`config.mk`:
```
export PLATFORM = sky130hd
export DESIGN_NAME = rw_bram_arbiter
export DESIGN_NICKNAME = d
export VERILOG_FILES = /design/src/rtl/rw_bram_arbiter.sv
export SDC_FILE = /design/constraint.sdc
export NUM_CORES = 1
export LEC_CHECK = 0
export ABC_AREA = 1
export BUFFER_PORTS_ARGS = -buffer_cell sky130_fd_sc_hd__buf_4
export CAP_MARGIN = 20
export CORE_MARGIN = 3
export CORE_UTILIZATION = 44
export DETAILED_ROUTE_END_ITERATION = 10
export GPL_TIMING_DRIVEN = 0
export PLACE_DENSITY_LB_ADDON = 0.25
export SYNTH_ARGS = -nofsm -noshare
export SYNTH_HDL_FRONTEND = slang
export SYNTH_SLANG_ARGS = --single-unit
```
`constraint.sdc`:
```
create_clock -name i_clk -period 1.9 [get_ports i_clk]
set_clock_uncertainty 0.1 [all_clocks]
set_input_delay 0.095 -clock i_clk [delete_from_list [all_inputs] [get_ports i_clk]]
set_output_delay 0.095 -clock i_clk [all_outputs]
set_load 0.03 [all_outputs]
```
`src/rtl/rw_bram_arbiter.sv`:
```
// rw_bram_arbiter: 3-way round-robin BRAM access arbiter with 2-cycle read tag pipeline; RW_ARB_RMW_LOCK_EN adds grant locking
module rw_bram_arbiter #(
  parameter int ADDR_WIDTH = 13,
  parameter int DATA_WIDTH = 32
) (
  input  logic                    i_clk,
  input  logic                    i_rst,
  input  logic [2:0]              i_req_valid,
  input  logic [2:0]              i_req_write,
  input  logic [2:0]              i_req_lock,
  input  logic [3*ADDR_WIDTH-1:0] i_req_addr,
  input  logic [3*DATA_WIDTH-1:0] i_req_wdata,
  output logic [2:0]              o_req_ready,
  output logic [2:0]              o_rsp_valid,
  output logic [DATA_WIDTH-1:0]   o_rsp_rdata,
  output logic [ADDR_WIDTH-1:0]   o_bram_addr,
  output logic                    o_bram_write,
  output logic [DATA_WIDTH-1:0]   o_bram_wdata,
  input  logic [DATA_WIDTH-1:0]   i_bram_rdata
);
  function automatic logic [1:0] inc3(input logic [1:0] x);
    return (x == 2'd2) ? 2'd0 : x + 2'd1;
  endfunction
  logic [1:0]            rr_ptr_q, rr_ptr_d, p1, p2, sel;
  logic                  accept, write_sel;
  logic [ADDR_WIDTH-1:0] addr_sel, bram_addr_q;
  logic [DATA_WIDTH-1:0] wdata_sel, bram_wdata_q;
  logic                  bram_write_q, tag1_v_q, tag2_v_q;
  logic [1:0]            tag1_id_q, tag2_id_q;
  logic [2:0]            rsp_v_q;
  assign p1 = inc3(rr_ptr_q);
  assign p2 = inc3(p1);
`ifdef RW_ARB_RMW_LOCK_EN
  logic       lock_q, lock_d;
  logic [1:0] owner_q, owner_d;
  // winner: lock owner while locked, otherwise first valid from rr_ptr onward
  always_comb begin
    sel = lock_q ? owner_q : (i_req_valid[rr_ptr_q] ? rr_ptr_q : i_req_valid[p1] ? p1 : p2);
    accept = !i_rst && (lock_q ? i_req_valid[owner_q] : |i_req_valid);
  end
  // lock follows the lock bit of each accepted access; pointer moves only on non-locking accepts
  always_comb begin
    lock_d = accept ? i_req_lock[sel] : lock_q;
    owner_d = (accept && i_req_lock[sel]) ? sel : owner_q;
    rr_ptr_d = (accept && !i_req_lock[sel]) ? inc3(sel) : rr_ptr_q;
  end
  // lock state register
  always_ff @(posedge i_clk or posedge i_rst) begin
    if (i_rst) begin
      lock_q <= 1'b0;
      owner_q <= 2'd0;
    end else begin
      lock_q <= lock_d;
      owner_q <= owner_d;
    end
  end
`else
  logic unused_lock;
  assign unused_lock = ^i_req_lock;
  // winner: first valid requester from rr_ptr onward
  always_comb begin
    sel = i_req_valid[rr_ptr_q] ? rr_ptr_q : i_req_valid[p1] ? p1 : p2;
    accept = !i_rst && |i_req_valid;
  end
  // pointer moves past every accepted requester
  always_comb begin
    rr_ptr_d = accept ? inc3(sel) : rr_ptr_q;
  end
`endif
  // steer the winner's request fields
  always_comb begin
    write_sel = i_req_write[sel];
    addr_sel = (sel == 2'd2) ? i_req_addr[2*ADDR_WIDTH +: ADDR_WIDTH] :
               (sel == 2'd1) ? i_req_addr[ADDR_WIDTH +: ADDR_WIDTH] : i_req_addr[ADDR_WIDTH-1:0];
    wdata_sel = (sel == 2'd2) ? i_req_wdata[2*DATA_WIDTH +: DATA_WIDTH] :
                (sel == 2'd1) ? i_req_wdata[DATA_WIDTH +: DATA_WIDTH] : i_req_wdata[DATA_WIDTH-1:0];
  end
  // pointer, BRAM command registers and read tag pipeline (two tag stages + response stage)
  always_ff @(posedge i_clk or posedge i_rst) begin
    if (i_rst) begin
      rr_ptr_q <= 2'd0;
      bram_write_q <= 1'b0;
      bram_addr_q <= '0;
      bram_wdata_q <= '0;
      tag1_v_q <= 1'b0;
      tag1_id_q <= 2'd0;
      tag2_v_q <= 1'b0;
      tag2_id_q <= 2'd0;
      rsp_v_q <= 3'b000;
    end else begin
      rr_ptr_q <= rr_ptr_d;
      bram_write_q <= accept && write_sel;
      if (accept) begin
        bram_addr_q <= addr_sel;
        bram_wdata_q <= wdata_sel;
      end
      tag1_v_q <= accept && !write_sel;
      tag1_id_q <= sel;
      tag2_v_q <= tag1_v_q;
      tag2_id_q <= tag1_id_q;
      rsp_v_q <= tag2_v_q ? (3'b001 << tag2_id_q) : 3'b000;
    end
  end
  assign o_req_ready = accept ? (3'b001 << sel) : 3'b000;
  assign o_rsp_valid = rsp_v_q;
  assign o_rsp_rdata = i_bram_rdata;
  assign o_bram_addr = bram_addr_q;
  assign o_bram_write = bram_write_q;
  assign o_bram_wdata = bram_wdata_q;
endmodule
```
Word level (Yosys, flattened, before mapping)
Index checks and enable logic that the tools add are counted.
Cells by class
  add/subtract/negate cells: 3
  magnitude comparators: 3
  equal/unequal tests: 4
  shifts and indexed selects: 2
  multiplexer cells: 17
  reduce and logical (&&, ||, !) cells: 6
Operator list (number)
  32-bit 2-to-1 mux: 2
  13-bit 2-to-1 mux: 2
  2-bit 2-to-1 mux: 5
  2-bit by 3-bit less-than comparator with 1-bit output, second input constant: 3
  2-bit by 1-bit adder with 2-bit output, second input constant: 3
  1-bit binary-select mux with 2-bit select: 3
  2-bit equality test, second input constant: 3
  3-bit 2-to-1 mux: 2
  1-bit by 2-bit left shift with 3-bit output, first input constant: 2
  1-bit logical AND: 3
  1-bit 2-to-1 mux: 3
  3-bit OR reduction: 1
  2-bit by 1-bit equality test with 1-bit output, second input constant: 1
  1-bit logical NOT: 2
Word-level totals
  register bits: 57
  input bits: 178
  output and inout bits: 84
  word-level logic and storage cells: 44

Longest topological paths before layout
  depth after elaboration: 10
  mapped depth: 11
  mapped depth without buffers: 9

Worst setup path before layout
OpenSTA, ideal clock, no wires.
  kind: reg-to-reg
  from: register rr_ptr_q[1]
  to: register rr_ptr_q[1]
  setup time: 0.078 ns
  arrival: 1.466 ns
  required time: 1.722 ns
  path slack: 0.256 ns
  cell stages (with the launch flop): 8
  buffers on the path: 1
  period minus slack after synthesis: 1.644 ns
  cell sequence: dfrtp_1 inv_2 nand2_1 nand3_2 nand2_2 buf_2 nor2_1 o21bai_1
Between the ends
  longest elaborated chain between the ends: 8
  elaborated cells between the ends (all ways): 15
  classes of those cells: add/sub: 3; eq/ne: 3; mux: 9
Ends and longest elaborated chain
  start, declared: line 24  | logic [1:0] rr_ptr_q, rr_ptr_d, p1, p2, sel;
  start signal, assigned: line 91  | rr_ptr_q <= rr_ptr_d;
  2-bit by 1-bit adder with 2-bit output / 2-bit equality test (equally long branches): line 22  | return (x == 2'd2) ? 2'd0 : x + 2'd1;
  2-bit 2-to-1 mux: line 22
  2-bit by 1-bit adder with 2-bit output, or another cell as far along: line 22
  2-bit 2-to-1 mux / 1-bit 2-to-1 mux (equally long branches): line 22, 62
  2-bit 2-to-1 mux: line 62  | sel = i_req_valid[rr_ptr_q] ? rr_ptr_q : i_req_valid[p1] ? p1 : p2;
  2-bit 2-to-1 mux (*): line 62
  2-bit by 1-bit adder with 2-bit output / 2-bit equality test (equally long branches): line 22
  2-bit 2-to-1 mux (*): line 22
Every way passes the cells marked *; elsewhere a longest branch is shown, timed or not. The select of a mux whose other input is x is not followed.
A chain may end at the register's enable or synchronous reset.

Worst setup path in the final report
  from: register rr_ptr_q[1]
  to: output o_req_ready[0]
Between the ends
  longest elaborated chain between the ends: 8
  elaborated cells between the ends (all ways): 14
  classes of those cells: add/sub: 2; eq/ne: 2; shift: 1; mux: 9
Ends and longest elaborated chain
  2-bit by 1-bit adder with 2-bit output / 2-bit equality test (equally long branches): line 22
  2-bit 2-to-1 mux: line 22
  2-bit by 1-bit adder with 2-bit output, or another cell as far along: line 22
  2-bit 2-to-1 mux / 1-bit 2-to-1 mux (equally long branches): line 22, 62
  2-bit 2-to-1 mux: line 62
  2-bit 2-to-1 mux (*): line 62
  1-bit by 2-bit left shift with 3-bit output (*): line 104  | assign o_req_ready = accept ? (3'b001 << sel) : 3'b000;
  3-bit 2-to-1 mux (*): line 104
  end, declared: line 13  | output logic [2:0] o_req_ready,
Marks and branches as above.

==> summary.md <==
| Metric | Value |
|---|---|
| Crit end category | output port |
| WHS | about 11 ps |
| Initial antenna violation count | 0 |
| Cell Pwr Density | about 1300 nW/µm² |
| Largest area contributor in the synthesized netlist | dfrtp_1 |
| Synth top area cells | dfrtp_1, nand2_1, nand3_1, inv_1, buf_4 |
| Synth-to-layout area growth | 61.8% |
| Share of post-route cells with drive strength above 1 | 33.8% |
| Worst path most repeated cell | nand3_2 |
| Crit share post-route | a little over nine tenths |
| # H-tree levels | 3 |
| Reg2reg path depth | 8 |
| Crit path time final | between 1500 and 2000 ps |
| DR iter-0 viols | between 200 and 250 |
| Yosys reg bits | 57 |
| First-pass GRT wire length | approximately 22000 µm |
| Worst flop-to-flop path endpoint | o_bram_wdata[9] |
| Final WS setup | between 90 and 100 ps |
| Status | finished, final reports clean |
| DP Cell Count | 1021 |
| CP Max Fanout | 12 |
| Vias after detailed routing | just over 5000 |
| Post-Place Worst Slack | between 200 and 250 ps |
| Lkg Pwr | between 4 and 5 nW |
| Post-layout net count | approximately 1100 |
| VDD IR max | approximately 0.00084 V |
| Worst-path cell chain | inv_2, nand2_1, nand3_2, nand3_2, nand2_4, nand3_2, inv_1, buf_6 |
| Gpl congestion | 0.878 |
| Vias per cell | 4.75 |
| Largest buffer count on any clock path | 2 |
| Std-Cell Core Area | 8980 µm² |
| Hold endpoint | o_bram_wdata[26] |
| IO Pins | 262 |
| Met3 Usage GRT | under 10% |
| Final Util | between 70% and 80% |
| GR Util met1 | between 20% and 30% |
| Dpl hpwl | 10500 µm |
| Site row count | 34 |
| Clock root cell | clkbuf_8 |
| Fmax | roughly 560 MHz |
| Largest net degree at the start of global routing | 35 |
| Hold Crit Class | input pin to flip-flop |
| Routed Antenna Nets | 0 |
| Final Setup Violations | 0 |
| CTS tree | yes |
| Crit path launch type | flip-flop |
| Worst r2r src | rr_ptr_q[0] |
| Placed cell areas | slightly above 6000 µm² |
| Synth Cell Area | 4170 µm² |
| DRT Pass-1 Iters | 5 |
| Met2 track demand over resource | 47.9% |
| Hold Crit Start | i_req_wdata[90] |
| Maxcap violations | 0 |
| Synthesized Nets | 846 |
| Critical path required time | about 1700 ps |
| Most common cell after layout, fill and taps aside | buf_4 |
| Worst Hold Depth | 5 |
| Critical Path AT | about 1600 ps |
| Critical Path Slowest Stage Cell | dfrtp_1 |
| Final instance area | 6750 µm² |
| Sequential area share after synthesis | 34.2% |
| Mapped Avg Cell Area | around 6.2 µm² |
| Vias in the first global route | just under 5000 |
| Port Buf Inserts | about 230 |
| Distinct cells, synth | 21 |
| Synth Instances | 668 |
| CP peak stage delay | ~400 ps |
| CP Class | flip-flop to output port |
| DR DRC count | 0 |
| Slew @ Worst Pin | about 530 ps |
| R2r setup slk | 100 ps |
| Share of the synthesized area in the top cell type | about a third |
| Endpoints failing hold | 0 |
| Final wirelength | about 15000 µm |
| RSZ-0062 raised after global routing | yes |
| Most frequent cells in the layout | buf_4, nand2_1, inv_1, nand3_1, dfrtp_1 |
| Die Width | roughly 100 µm |
| Die footprint | between 10000 and 15000 µm² |
| Ant. Diodes | 0 |
| Total GRT Usage | between 20% and 30% |
| Worst path bufs/invs | 3 |
| Chip Height | between 100 and 150 µm |
| Total CTS buffers | 9 |
| YS warnings | 0 |
| Non-filler cells, final | between 1000 and 1500 |
| Max Slew Vio Count | 0 |
| Clk Latency, worst-skew pair | roughly 350 ps |
| GR Overflow Total | 0 |
| CP Launch Point | rr_ptr_q[1] |
| Clock Sink Count | 57 |
| Slew HR | roughly 65% |
| Initial Util | approximately 47% |
| Layer with the highest usage | met2 |
| Crit-path leading delay family | simple AND/OR/NAND/NOR gates |
| Register clock-pin slew on the reported worst setup and hold paths | ~70 ps |
| Wire per inst | about 14 µm |
==> per-stage QoR <==
stage          power [W]  setup TNS (ps)
2_1_floorplan    0.00557               0
3_3_place_gp     0.00729          -23390
3_5_place_dp     0.00741               0
4_1_cts          0.00874               0
5_1_grt          0.00940           -7.49
6_report         0.00880               0
==> sequential cells by signal (all words and copies together) (netlist names) <==
name and cells:
o_bram_addr 13, o_bram_wdata 32, o_bram_write 1, o_rsp_valid 3
rr_ptr_q 2, tag1_id_q 2, tag1_v_q 1, tag2_id_q 2
tag2_v_q 1
==> synth_stat cells <==
library cell	n
clkbuf_1	4
nor2_1	5
buf_2	14
dfrtp_1	57
o21bai_1	1
nand2_2	2
o21ai_1	1
nor3b_1	1
nand2_1	237
buf_1	2
o21ai_2	1
inv_2	3
buf_4	45
a21oi_1	1
nand3_2	2
nand3_1	139
nor3_1	1
buf_6	7
o21ai_0	2
inv_1	142
a21oi_2	1
==> cells by family (layout without fill, tap and decap cells) <==
logic type,after synthesis,in the layout,share of synthesized area [%]
flops,57,57,34.2
simple gates,387,387,39.5
buf+inv,217,507,25.2
compound gates,7,7,1.08
==> where the power goes <==
part / switching, W / internal, W
Clock: 0.000555 / 0.000615
Sequential: 0.000354 / 0.00177
Combinational: 0.00340 / 0.00211
Total: 0.00431 / 0.00449
==> metal layers <==
metal / vias up / part of all wire (%) / wire, µm
met5: - / 0 / 0
met2: 293 / 51 / 7430
li1: 2517 / - / -
met1: 2298 / 37 / 5460
met3: 42 / 8.9 / 1310
met4: 0 / 3.3 / 485
==> worst register-to-register path: stages (launching register included) <==
cell and delay [ps]:
dfrtp_2 450, nand2_1 90, o21ai_1 70, nand2_1 120
buf_2 270, buf_2 270, nand3_1 140, nand3_1 120
nand2_1 60
==> what timing repair did <==
action,in CTS,in global routing
buffers inserted,5,1
hold buffers,45,0
setup endpoints to repair,2,24
hold endpoints to repair,68,0
resized for setup,3,11
pin swaps,2,1
==> area by class of cell <==
type / instances / area, µm²
Buffer: 68 / 493
Clock buffer: 9 / 124
Clock inverter: 7 / 80.1
Fill cell: 690 / 2220
Inverter: 145 / 544
Multi-Input combinational cell: 394 / 1710
Sequential cell: 57 / 1430
Tap cell: 126 / 158
Timing Repair Buffer: 278 / 2220
==> worst max-delay path by stage <==
stage,to,cells past startpoint
6_report,o_req_ready[0],8
4_1_cts,o_req_ready[2],7
2_1_floorplan,rr_ptr_q[1],7
3_5_place_dp,o_bram_wdata[2],8
5_1_grt,o_req_ready[0],8
3_3_place_gp,o_bram_wdata[3],2
(Power assumes the default switching activity.)
